===== src/rtl/seg7_pkg.sv =====
// Shared constants for the BCD sum scan display: active-low segment patterns,
// internal digit codes and the scan FSM state type.
package seg7_pkg;

    // Segment order is {dp,g,f,e,d,c,b,a}, active-low.
    localparam logic [7:0] SEG_0     = 8'hC0;
    localparam logic [7:0] SEG_1     = 8'hF9;
    localparam logic [7:0] SEG_2     = 8'hA4;
    localparam logic [7:0] SEG_3     = 8'hB0;
    localparam logic [7:0] SEG_4     = 8'h99;
    localparam logic [7:0] SEG_5     = 8'h92;
    localparam logic [7:0] SEG_6     = 8'h82;
    localparam logic [7:0] SEG_7     = 8'hF8;
    localparam logic [7:0] SEG_8     = 8'h80;
    localparam logic [7:0] SEG_9     = 8'h90;
    localparam logic [7:0] SEG_E     = 8'h86;
    localparam logic [7:0] SEG_BLANK = 8'hFF;

    localparam logic [3:0] DIG_E     = 4'd10;
    localparam logic [3:0] DIG_BLANK = 4'd15;

    typedef enum logic {
        ST_BLANK = 1'b0,
        ST_DRIVE = 1'b1
    } scan_state_t;

endpackage


===== src/rtl/bcd_sum_scan_display_if.sv =====
// Capture strobe/data and display outputs of the BCD sum scan display.
interface bcd_sum_scan_display_if;
    logic       load;
    logic [3:0] bcd_in;
    logic       carry_in;
    logic [3:0] An;
    logic [7:0] Cout;
    logic       err;

    modport master (
        output load, bcd_in, carry_in,
        input  An, Cout, err
    );

    modport slave (
        input  load, bcd_in, carry_in,
        output An, Cout, err
    );
endinterface


===== src/rtl/bcd_to_seg7.sv =====
// Combinational digit-code to active-low seven-segment decoder.
module bcd_to_seg7
    import seg7_pkg::*;
(
    input  logic [3:0] code,
    output logic [7:0] seg
);

    always_comb begin
        seg = SEG_BLANK;
        case (code)
            4'd0:    seg = SEG_0;
            4'd1:    seg = SEG_1;
            4'd2:    seg = SEG_2;
            4'd3:    seg = SEG_3;
            4'd4:    seg = SEG_4;
            4'd5:    seg = SEG_5;
            4'd6:    seg = SEG_6;
            4'd7:    seg = SEG_7;
            4'd8:    seg = SEG_8;
            4'd9:    seg = SEG_9;
            DIG_E:   seg = SEG_E;
            default: seg = SEG_BLANK;
        endcase
    end

endmodule


===== src/rtl/bcd_sum_scan_display.sv =====
// Latches a BCD sum/carry and scans it onto a 4-digit common-anode display,
// with one blank cycle between digits and an internal scan prescaler.
module bcd_sum_scan_display
    import seg7_pkg::*;
#(
    parameter int unsigned SCAN_DIV = 50000,
    parameter bit          BLANK_LZ = 1'b1
) (
    input  logic                  clk,
    input  logic                  rst_n,
    bcd_sum_scan_display_if.slave bus
);

    localparam int unsigned CW = (SCAN_DIV > 2) ? $clog2(SCAN_DIV) : 1;
    localparam logic [CW-1:0] CNT_LAST = CW'(SCAN_DIV - 1);

    logic [CW-1:0] cnt_q;
    logic          tick;
    scan_state_t   state_q, state_d;
    logic [1:0]    sel_q, sel_d;
    logic [3:0]    bcd_q;
    logic          carry_q, valid_q, err_q;
    logic [3:0]    d0, d1, code_d;
    logic [7:0]    seg_d;
    logic [3:0]    an_d, an_q;
    logic [7:0]    cout_d, cout_q;

    assign tick = (cnt_q == CNT_LAST);

    always_ff @(posedge clk or negedge rst_n) begin
        if (!rst_n) begin
            cnt_q <= '0;
        end else if (tick) begin
            cnt_q <= '0;
        end else begin
            cnt_q <= cnt_q + 1'b1;
        end
    end

    always_ff @(posedge clk or negedge rst_n) begin
        if (!rst_n) begin
            bcd_q   <= '0;
            carry_q <= 1'b0;
            valid_q <= 1'b0;
            err_q   <= 1'b0;
        end else if (bus.load) begin
            bcd_q   <= bus.bcd_in;
            carry_q <= bus.carry_in;
            valid_q <= 1'b1;
            err_q   <= (bus.bcd_in > 4'd9);
        end
    end

    // Digits stay blank until the first capture after reset.
    always_comb begin
        d0 = DIG_BLANK;
        d1 = DIG_BLANK;
        if (valid_q) begin
            d0 = err_q ? DIG_E : bcd_q;
            if (!err_q) begin
                if (carry_q)       d1 = 4'd1;
                else if (!BLANK_LZ) d1 = 4'd0;
            end
        end
    end

    always_comb begin
        state_d = state_q;
        sel_d   = sel_q;
        case (state_q)
            ST_DRIVE: if (tick) begin
                state_d = ST_BLANK;
                sel_d   = sel_q + 2'd1;
            end
            ST_BLANK: state_d = ST_DRIVE;
            default:  state_d = ST_BLANK;
        endcase
    end

    // Outputs are decoded from the next state so they register alongside it.
    always_comb begin
        an_d   = '1;
        code_d = DIG_BLANK;
        if (state_d == ST_DRIVE) begin
            an_d = ~(4'b0001 << sel_d);
            case (sel_d)
                2'd0:    code_d = d0;
                2'd1:    code_d = d1;
                default: code_d = DIG_BLANK;
            endcase
        end
        cout_d = (state_d == ST_DRIVE) ? seg_d : SEG_BLANK;
    end

    bcd_to_seg7 u_dec (
        .code (code_d),
        .seg  (seg_d)
    );

    always_ff @(posedge clk or negedge rst_n) begin
        if (!rst_n) begin
            state_q <= ST_BLANK;
            sel_q   <= '0;
            an_q    <= '1;
            cout_q  <= '1;
        end else begin
            state_q <= state_d;
            sel_q   <= sel_d;
            an_q    <= an_d;
            cout_q  <= cout_d;
        end
    end

    assign bus.An   = an_q;
    assign bus.Cout = cout_q;
    assign bus.err  = err_q;

endmodule


===== src/flat_wrapper.sv =====
// flat-port wrapper written by rule: the top's interface ports become plain ports
module bcd_sum_scan_display_flat import seg7_pkg::*;
#(
    parameter int unsigned SCAN_DIV = 50000,
    parameter bit          BLANK_LZ = 1'b1
)
  (clk, rst_n, bus_load, bus_bcd_in, bus_carry_in, bus_An, bus_Cout, bus_err);
  bcd_sum_scan_display_if bus_i ();
  input  logic clk;
  input  logic rst_n;
  input wire logic [$bits(bus_i.load)-1:0] bus_load;
  input wire logic [$bits(bus_i.bcd_in)-1:0] bus_bcd_in;
  input wire logic [$bits(bus_i.carry_in)-1:0] bus_carry_in;
  output wire logic [$bits(bus_i.An)-1:0] bus_An;
  output wire logic [$bits(bus_i.Cout)-1:0] bus_Cout;
  output wire logic [$bits(bus_i.err)-1:0] bus_err;
  assign bus_i.load = bus_load;
  assign bus_i.bcd_in = bus_bcd_in;
  assign bus_i.carry_in = bus_carry_in;
  assign bus_An = bus_i.An;
  assign bus_Cout = bus_i.Cout;
  assign bus_err = bus_i.err;
  bcd_sum_scan_display #(.SCAN_DIV(SCAN_DIV), .BLANK_LZ(BLANK_LZ)) u_core (.clk(clk), .rst_n(rst_n), .bus(bus_i));
endmodule

===== config.mk =====
export PLATFORM = sky130hd
export DESIGN_NAME = bcd_sum_scan_display_flat
export DESIGN_NICKNAME = d
export VERILOG_FILES = /design/src/rtl/seg7_pkg.sv /design/src/rtl/bcd_sum_scan_display_if.sv /design/src/rtl/bcd_to_seg7.sv /design/src/rtl/bcd_sum_scan_display.sv /design/src/flat_wrapper.sv
export SDC_FILE = /design/constraint.sdc
export NUM_CORES = 1
export LEC_CHECK = 0
export CORE_MARGIN = 5
export CORE_UTILIZATION = 35
export DETAILED_ROUTE_END_ITERATION = 10
export PLACE_DENSITY = 0.52
export SYNTH_ARGS = -nofsm -noshare
export SYNTH_HDL_FRONTEND = slang
export SYNTH_SLANG_ARGS = --single-unit

===== constraint.sdc =====
create_clock -name clk -period 2.4 [get_ports clk]
set_input_delay 0.24 -clock clk [delete_from_list [all_inputs] [get_ports clk]]
set_output_delay 0.24 -clock clk [all_outputs]
set_load 0.01 [all_outputs]

; ---- After elaboration in Yosys (flattened, before gate mapping)
; Memories as Yosys holds them, arrays and structs flattened.
; Cells that the tools add are included.
[classes]
addsub = 2
n_mul = 0
div = 0
order_cmp = 1
n_eq_ne = 2
shift = 1
muxes = 14
bitwise_logic = 2
reduce_logical = 1
[op_table]
columns = op, n
row1 = $mux 4, 7
row2 = $add 16x1->16 const B, 1
row3 = $eq 16x16->1 const B, 1
row4 = $mux 16, 1
row5 = $mux 8, 1
row6 = $pmux 4 s2, 1
row7 = $gt 4x4->1 const B, 1
row8 = $mux 2, 2
row9 = $not 4->4, 1
row10 = $shl 1x2->4 const A, 1
row11 = $add 2x1->2 const B, 1
row12 = $eq 2x1->1 const B, 1
row13 = $logic_not 2->1, 1
row14 = $pmux 1 s2, 1
row15 = $mux 1, 1
row16 = $not 1->1, 1
[totals]
ff_bits = 38
latch_bits = 0
ram_bits = 0
romBits = 112
inputBits = 8
wordCells = 33
n_memories = 1
[memory_table]
columns = name, depth, word_bits, read_ports, rd_clocked_by_memory_dff, write_ports, line
row1 = (no name shown), 16, 7, 1, 0, 0, bcd_to_seg7.sv:11  ; case (code)

; ---- Logic depth before layout (Yosys ltp)
; Gate-level depths: netlist of the first run.
; An unclocked memory read counts as a cell.
[depth]
depth_word = 8
mapped_depth = 8

; ---- Cells and area by module
; From an unflattened synthesis of the first run, not the netlist that was laid out.
[hier_totals]
hier_cells = 162
area_unflattened_um2 = 1826.8
[by_module_without_submodules]
columns = mod, n_inst, cells_each, area_each_um2, seq_area_each_um2
row1 = bcd_sum_scan_display, 1, 132, 1616.6, 965.9
row2 = bcd_to_seg7, 1, 30, 210.2, 0.0

; ---- Worst setup path before layout of the first run
; OpenSTA, ideal clock, no wires.
[synth_timing]
path_kind = register to register
from = register u_core.cnt_q[10]
to = register u_core.cout_q[1], in the netlist u_core.bus.Cout[1]
setup_time_ns = 0.061
t_arrival_ns = 2.114
required_time_ns = 2.339
setup_slack_ns = 0.225
path_stages_with_launch = 8
n_path_buf = 0
synth_period_minus_slack_ns = 2.175
cell_sequence = dfrtp_1 or4_4 o41ai_4 or2_1 ha_1 a211oi_1 o22ai_1 nand2_1
[synth_between]
elab_chain_cells = 8
[synth_rtl]
columns = item, line
row1 = start: declaration, bcd_sum_scan_display.sv:17  ; logic [CW-1:0] cnt_q;
row2 = start signal: assignment, bcd_sum_scan_display.sv:36  ; cnt_q <= cnt_q + 1'b1;
row3 = $eq 16x16->1 *, bcd_sum_scan_display.sv:28  ; assign tick = (cnt_q == CNT_LAST);
row4 = $mux 2, bcd_sum_scan_display.sv:71  ; ST_DRIVE: if (tick) begin
row5 = $mux 2, bcd_sum_scan_display.sv:70  ; case (state_q)
row6 = $eq 2x1->1 or $logic_not 2->1 (tied branches), bcd_sum_scan_display.sv:86  ; case (sel_d)
row7 = $pmux 4 s2, bcd_sum_scan_display.sv:86
row8 = $mux 4, bcd_sum_scan_display.sv:84  ; if (state_d == ST_DRIVE) begin
row9 = $mem_v2 16x7, n/a
row10 = $mux 8 *, bcd_sum_scan_display.sv:92  ; cout_d = (state_d == ST_DRIVE) ? seg_d : SEG_BLANK;
row11 = named net u_core.cout_d[1], bcd_sum_scan_display.sv:26  ; logic [7:0] cout_d, cout_q;
row12 = end signal: assignment, bcd_sum_scan_display.sv:110  ; cout_q <= cout_d;
row13 = end: declaration, bcd_sum_scan_display.sv:26
; Mark *: on every way through the listed nets, which the timed path passes. The rest lies on a longest branch.
; A chain may end at the register's enable or synchronous reset.

; ---- Final worst setup path of the first run
[layout_timing]
from = register u_core.cnt_q[13]
to = register u_core.cout_q[1], in the netlist u_core.bus.Cout[1]
; Same word-level chain as after synthesis.

==> impl_summary.txt, run 1 <==
----------------------------------------------------
[Status]
  Status ... finished, final reports clean

[Final layout]
  # nets final ... 216
  Share of post-route cells with drive strength above 1 ... 22.44%
  Antenna diode count ... 0
  Reg area ... 939.7 sq um
  Multi-input logic area ... 842.1 sq um
  Count of filler cells inserted in the layout ... 505
  Relative area change from synthesis to final layout ... 24.33%

[Drt]
  Post-DR wirelength/cell ... 14.16 microns
  Drt drc ... 0
  Violation count after the first detailed-route iteration ... 64
  Total wire length after detailed routing ... 3895 microns
  First-pass iteration count of the detailed router ... 4
  Routed length on met3 ... 138 microns
  Routed vias ... 1392
  Routed length on met1 ... 1630 microns
  Amount of wire on met2 after detailed routing ... 2035 microns
  Topmost layer with routed signal wires ... met4
  Vias/cell ... 5.062
  Post-detailed-route count of antenna-violating nets ... 0

[Synthesis]
  Post-Syn Area ... 0.001815 sq mm
  Synth top area cells ... sky130_fd_sc_hd__dfrtp_1 (36%), sky130_fd_sc_hd__dfstp_2 (16%), sky130_fd_sc_hd__xor2_1 (3.9%)
  Synth top cells by count ... sky130_fd_sc_hd__dfrtp_1 (26), sky130_fd_sc_hd__nor2_1 (13), sky130_fd_sc_hd__dfstp_2 (11)
  Synth area leader ... sky130_fd_sc_hd__dfrtp_1
  Total of warnings raised by yosys ... 0
  Share of the synthesized area in the top cell type ... 35.84%
  Synthesized flop and latch total ... 37
  Mean cell area of the mapped netlist ... 10.62 sq um
  Most used flip-flop cell after synthesis ... sky130_fd_sc_hd__dfrtp_1
  Most common cell in the synthesized netlist ... sky130_fd_sc_hd__dfrtp_1
  Net count after synthesis ... 183
  Cells after Synth ... 171
  Count of flip-flops with a built-in enable after synthesis ... 0
  Post-synthesis sequential area ratio ... 51.76%
  Distinct cells, synth ... 40
  Share of flip-flops with an asynchronous set or reset ... 100.0%

[Floorplan]
  Standard cell core area ... 0.005075 sq mm
  Chip Height ... 82.02 microns
  Number of top-level pins ... 21
  X dimension of the die ... 82.02 microns
  Starting density of the core ... 35.77%
  Floorplan row count ... 26
  Die Outline Area ... 0.006727 sq mm

[GRT]
  Number of antenna violations at the first check in global routing ... 0
  Wire length of the first global-routing pass ... 6817 microns
  GRT Residual Overflow ... 0
  Overall fraction of global-route tracks in use ... 13.59%
  Vias in the first global route ... 1453
  Pin count of the biggest net entering global routing ... 38

[Run]
  Max-capacitance violation count ... 0

[Critical path]
  Category of the worst setup path capture point ... flip-flop
  Worst setup SP type ... flip-flop
  Worst reg2reg path depth ... 7
  Path type of the worst setup path ... flip-flop to flip-flop
  CP arrival ... 2.55 ns
  Crit-path max FO ... 3
  Endpoint required time on the critical path ... 2.64 ns

[STA]
  Crit share post-route ... 96.54%
  Slew of the pin with the lowest slew margin ... 0.8918 ns
  RSZ-0062 raised after global routing ... no
  Final Slew Violations ... 0
  Final sum of negative setup slack ... 0 ns
  Highest Clock Rate ... 0.4316 GHz
  Final setup vio count ... 0
  Count of final hold-check violations ... 0
  Clock skew after layout ... 0.01073 ns
  Worst slew margin relative to its limit ... 40.55%
  Min Clock Period, post-route ... 2.317 ns

[Power and ir drop]
  Max rail drop VDD ... 300.0 uV
  Leakage power total ... 0.0009820 uW
  Design Power ... 1319 uW
  Power density normalized to cell area ... 584.3 mW/mm^2

[CTS]
  CTS H-tree lvls ... 2
  Clock edge transition at the registers on the reported setup and hold paths ... 0.08 ns
  Number of buffers added by the clock tree synthesis step ... 5
  Clock tree sinks ... 37
  CTS Buffer Depth ... 2
  Clock Root Buffer ... sky130_fd_sc_hd__clkbuf_8
  Clk_lat worst skew ... 0.30 ns
  CTS tree ... yes

[Place]
  Count of input and output buffers ... 19
  Detailed Place HPWL ... 2744 microns
  Placer Congestion ... 0.8307

[Min path]
  Type of the worst min-delay path ... input port to async pin

----------------------------------------------------
-- where the power goes --
group / internal (uW) / total (uW) / switching, uW / leakage, uW
Combinational: 100 / 192 / 91.9 / 0.000497
Sequential: 673 / 696 / 22.8 / 0.000442
Clock: 200 / 430 / 230 / 0.0000439
Total: 974 / 1320 / 345 / 0.000982
-- worst paths after layout --
kind	from	endpoint	slack, ns
hold reg to reg	u_core.cnt_q[0]	u_core.cnt_q[0]	0.49
setup reg to reg	u_core.cnt_q[13]	u_core.bus.Cout[1]	0.08
hold / removal	rst_n	u_core.cnt_q[12]	0.06
setup / recovery	u_core.cnt_q[13]	u_core.bus.Cout[1]	0.08
min in group clk	u_core.cnt_q[0]	u_core.cnt_q[0]	0.49
max in group asynchronous	rst_n	u_core.cnt_q[14]	1.78
-- cell type report --
type / count / area share [%]
Sequential cell: 37 / 41.63
Multi-Input combinational cell: 121 / 37.31
Timing Repair Buffer: 30 / 11.86
Tap cell: 70 / 3.880
Clock buffer: 5 / 3.049
Inverter: 9 / 1.497
Clock inverter: 3 / 0.7761
-- metal layers --
layer	global-route usage (%)	up-vias
met5	0	-
met4	7.475	0
met3	3.509	8
met2	22.86	24
met1	15.66	688
li1	-	672
-- metrics by stage --
step | area (sq um) | hold slack [ns] | instances | util, % | setup slack (ns)
floorplan | 1815 | -0.05559 | 171 | - | 0.2252
global placement | 2107 | 0.4103 | 261 | 41.52 | 0.1922
detailed placement | 2107 | 0.4227 | 261 | 41.52 | 0.1367
CTS | 2193 | 0.09612 | 269 | 43.22 | 0.09280
global route | 2257 | 0.1640 | 275 | 44.48 | 0.001371
finish | 2257 | 0.05505 | 275 | 44.48 | 0.08305
-- what timing repair did --
item,in CTS,in global routing
resized for setup,0,4
buffers inserted,0,6
endpoints found under the setup margin,0,3
hold buffers,0,0
-- kinds of logic (layout without fill, tap and decap cells) --
family	after synthesis	in the layout	synth area share, %
other	1	1	0.2066
XOR/XNOR	14	14	6.754
AO/OA/AOI/OAI	27	27	10.41
flip-flops	37	37	51.76
buffers and inverters	13	47	2.895
multiplexers	5	5	3.032
AND/OR/NAND/NOR	70	70	22.19
adder cells (fa/ha/maj)	4	4	2.757
-- registers in the layout, summed over array words and instances, names as in the netlist --
signal           count
u_core.sel_q         2
u_core.bus.Cout      7
u_core.state_q       1
u_core.carry_q       1
u_core.bus.An        4
u_core.bcd_q         4
u_core.valid_q       1
u_core.bus.err       1
u_core.cnt_q        16
-- layout by cell type, fill, tap and decap left out, types with 7 or more instances in the layout --
cell type	instances
sky130_fd_sc_hd__dfrtp_1	26
sky130_fd_sc_hd__clkdlybuf4s50_1	18
sky130_fd_sc_hd__nor2_1	13
sky130_fd_sc_hd__buf_4	11
sky130_fd_sc_hd__dfstp_2	11
sky130_fd_sc_hd__a21oi_1	10
sky130_fd_sc_hd__inv_1	9
sky130_fd_sc_hd__nand3_1	8
sky130_fd_sc_hd__nand2_1	8
sky130_fd_sc_hd__xor2_1	8
sky130_fd_sc_hd__nor3_1	8
sky130_fd_sc_hd__nand2b_1	7
-- critical path: stages (launching register included) --
cell	delay, ns
sky130_fd_sc_hd__dfrtp_1	0.41
sky130_fd_sc_hd__or4_4	0.58
sky130_fd_sc_hd__o41ai_4	0.43
sky130_fd_sc_hd__or2_4	0.20
sky130_fd_sc_hd__ha_1	0.25
sky130_fd_sc_hd__a211oi_2	0.21
sky130_fd_sc_hd__o22ai_1	0.10
sky130_fd_sc_hd__nand2_1	0.07
No activity file was read; power rests on OpenSTA's default activity.
==> run 2, diff against run 1 <==
- TNS_END_PERCENT: default -> 20
==> results of run 2 <==
The final DEF is identical to that of run 1; final timing and power are the same.
==> run 3, diff against run 2 <==
- PLACE_DENSITY: 0.52 -> 0.55
- clock period: 2.4 -> 2.6 ns (I/O delays scaled with it)
==> impl_summary.txt, run 3 (synthesis gave the netlist of run 1 again) <==
----------------------------------------------------
[Critical path]
  Endpoint required time on the critical path ... 2.82 ns
  Worst setup SP type ... flip-flop
  Path type of the worst setup path ... flip-flop to flip-flop
  Worst reg2reg path depth ... 8
  CP arrival ... 2.61 ns
  Category of the worst setup path capture point ... flip-flop
  Crit-path max FO ... 6

[CTS]
  Clock Root Buffer ... sky130_fd_sc_hd__clkbuf_8
  Quantity of hold-fixing buffers added after cts ... 0
  CTS Buffer Depth ... 2
  Post-CTS Setup Inserts ... 0
  Clock tree sinks ... 37
  Quantity of gates resized following cts ... 0
  Clk_lat worst skew ... 0.29 ns
  CTS tree ... yes
  CTS H-tree lvls ... 2
  Number of buffers added by the clock tree synthesis step ... 5
  Clock edge transition at the registers on the reported setup and hold paths ... 0.07 ns

[STA]
  Slew of the pin with the lowest slew margin ... 0.6940 ns
  Final Slew Violations ... 0
  Highest Clock Rate ... 0.4194 GHz
  Worst slew margin relative to its limit ... 53.35%
  Final setup vio count ... 0
  Crit share post-route ... 91.71%
  Count of final hold-check violations ... 0
  Min Clock Period, post-route ... 2.384 ns
  Final sum of negative setup slack ... 0 ns
  Clock skew after layout ... 0.008209 ns
  RSZ-0062 raised after global routing ... no

[Final layout]
  Multi-input logic area ... 823.3 sq um
  Flip-flop count of the largest register, all copies and words added ... 16
  Non-Filler Cell Area, Final ... 0.002187 sq mm
  # nets final ... 209
  Register with the most flip-flops ... u_core.cnt_q
  Count of filler cells inserted in the layout ... 517
  Antenna diode count ... 0
  Most common library cell in the layout ignoring fill and taps ... sky130_fd_sc_hd__dfrtp_1
  Reg area ... 939.7 sq um
  Most frequent cells in the layout ... sky130_fd_sc_hd__dfrtp_1 (26), sky130_fd_sc_hd__clkdlybuf4s50_1 (19), sky130_fd_sc_hd__nor2_1 (13), sky130_fd_sc_hd__dfstp_2 (11), sky130_fd_sc_hd__a21oi_1 (10)
  Relative area change from synthesis to final layout ... 20.47%
  Share of post-route cells with drive strength above 1 ... 16.67%

[Floorplan]
  Standard cell core area ... 0.005075 sq mm
  Number of top-level pins ... 21
  X dimension of the die ... 82.02 microns
  Die Outline Area ... 0.006727 sq mm
  Chip Height ... 82.02 microns
  Starting density of the core ... 35.77%
  Floorplan row count ... 26

[Status]
  Status ... finished, final reports clean

[Drt]
  Routed length on met1 ... 1726 microns
  Topmost layer with routed signal wires ... met4
  Routed length on met3 ... 169 microns
  Vias/cell ... 4.836
  Routed vias ... 1296
  Violation count after the first detailed-route iteration ... 58
  First-pass iteration count of the detailed router ... 4
  Post-detailed-route count of antenna-violating nets ... 0
  Total wire length after detailed routing ... 3603 microns
  Post-DR wirelength/cell ... 13.44 microns
  Drt drc ... 0
  Amount of wire on met2 after detailed routing ... 1649 microns

[GRT]
  Number of antenna violations at the first check in global routing ... 0
  Vias in the first global route ... 1326
  Wire length of the first global-routing pass ... 6403 microns
  GRT Residual Overflow ... 0
  Pin count of the biggest net entering global routing ... 38
  Overall fraction of global-route tracks in use ... 12.56%

[Place]
  Placer Congestion ... 0.9422
  Count of input and output buffers ... 19
  Area of placed instances ... 0.002105 sq mm
  Detailed Place HPWL ... 2677 microns

[Run]
  Max-capacitance violation count ... 0

[Power and ir drop]
  Power density normalized to cell area ... 542.7 mW/mm^2
  Leakage power total ... 0.0009588 uW
  Max rail drop VDD ... 265.1 uV

[Min path]
  Type of the worst min-delay path ... input port to async pin

----------------------------------------------------
-- run 3: path summary, 6_finish.rpt --
kind	slack (ns)	start	end
min reg2reg	0.50	u_core.cnt_q[7]	u_core.cnt_q[7]
max in group asynchronous	1.87	rst_n	u_core.bus.Cout[6]
min	0.38	rst_n	u_core.cnt_q[13]
max reg2reg	0.22	u_core.cnt_q[0]	u_core.bus.Cout[1]
max	0.22	u_core.cnt_q[0]	u_core.bus.Cout[1]
min in group clk	0.50	u_core.cnt_q[7]	u_core.cnt_q[7]
-- run 3: metrics by stage --
step / util, % / hold slack (ns) / worst slack, ns / total power [uW] / std cells
floorplan: - / -0.03559 / 0.4252 / 733.1 / 171
global placement: 41.47 / 0.4667 / 0.3291 / 821.9 / 260
detailed placement: 41.47 / 0.4832 / 0.2301 / 823.9 / 260
CTS: 43.10 / 0.3963 / 0.1979 / 1209 / 268
global route: 43.10 / 0.4223 / 0.007615 / 1264 / 268
finish: 43.10 / 0.3843 / 0.2156 / 1187 / 268
-- run 3: cell type report --
| type | count | share of cell area (%) |
|---|---|---|
| clock buffer | 6 | 3.318 |
| clock inverter | 2 | 0.4577 |
| inverter | 9 | 1.545 |
| multi-input combinational | 121 | 37.64 |
| sequential | 37 | 42.96 |
| tap | 70 | 4.005 |
| timing repair buffer | 23 | 10.07 |
-- run 3: routing by layer --
| layer | GRT usage (%) | vias up |
|---|---|---|
| li1 | - | 656 |
| met1 | 16.28 | 603 |
| met2 | 18.98 | 32 |
| met3 | 4.167 | 5 |
| met4 | 5.482 | 0 |
| met5 | 0 | - |
-- run 3: power by group --
part / internal (uW) / total (uW) / switching [uW]
Combinational: 87.6 / 168 / 80.4
Sequential: 622 / 642 / 20.0
Clock: 186 / 377 / 192
-- run 3: critical path: stages (launching register included) --
cell,delay [ns]
sky130_fd_sc_hd__dfrtp_1,0.40
sky130_fd_sc_hd__ha_1,0.23
sky130_fd_sc_hd__nand4_1,0.25
sky130_fd_sc_hd__o41ai_4,0.57
sky130_fd_sc_hd__or2_1,0.22
sky130_fd_sc_hd__ha_1,0.26
sky130_fd_sc_hd__a211oi_1,0.21
sky130_fd_sc_hd__o22ai_1,0.11
sky130_fd_sc_hd__nand2_1,0.08
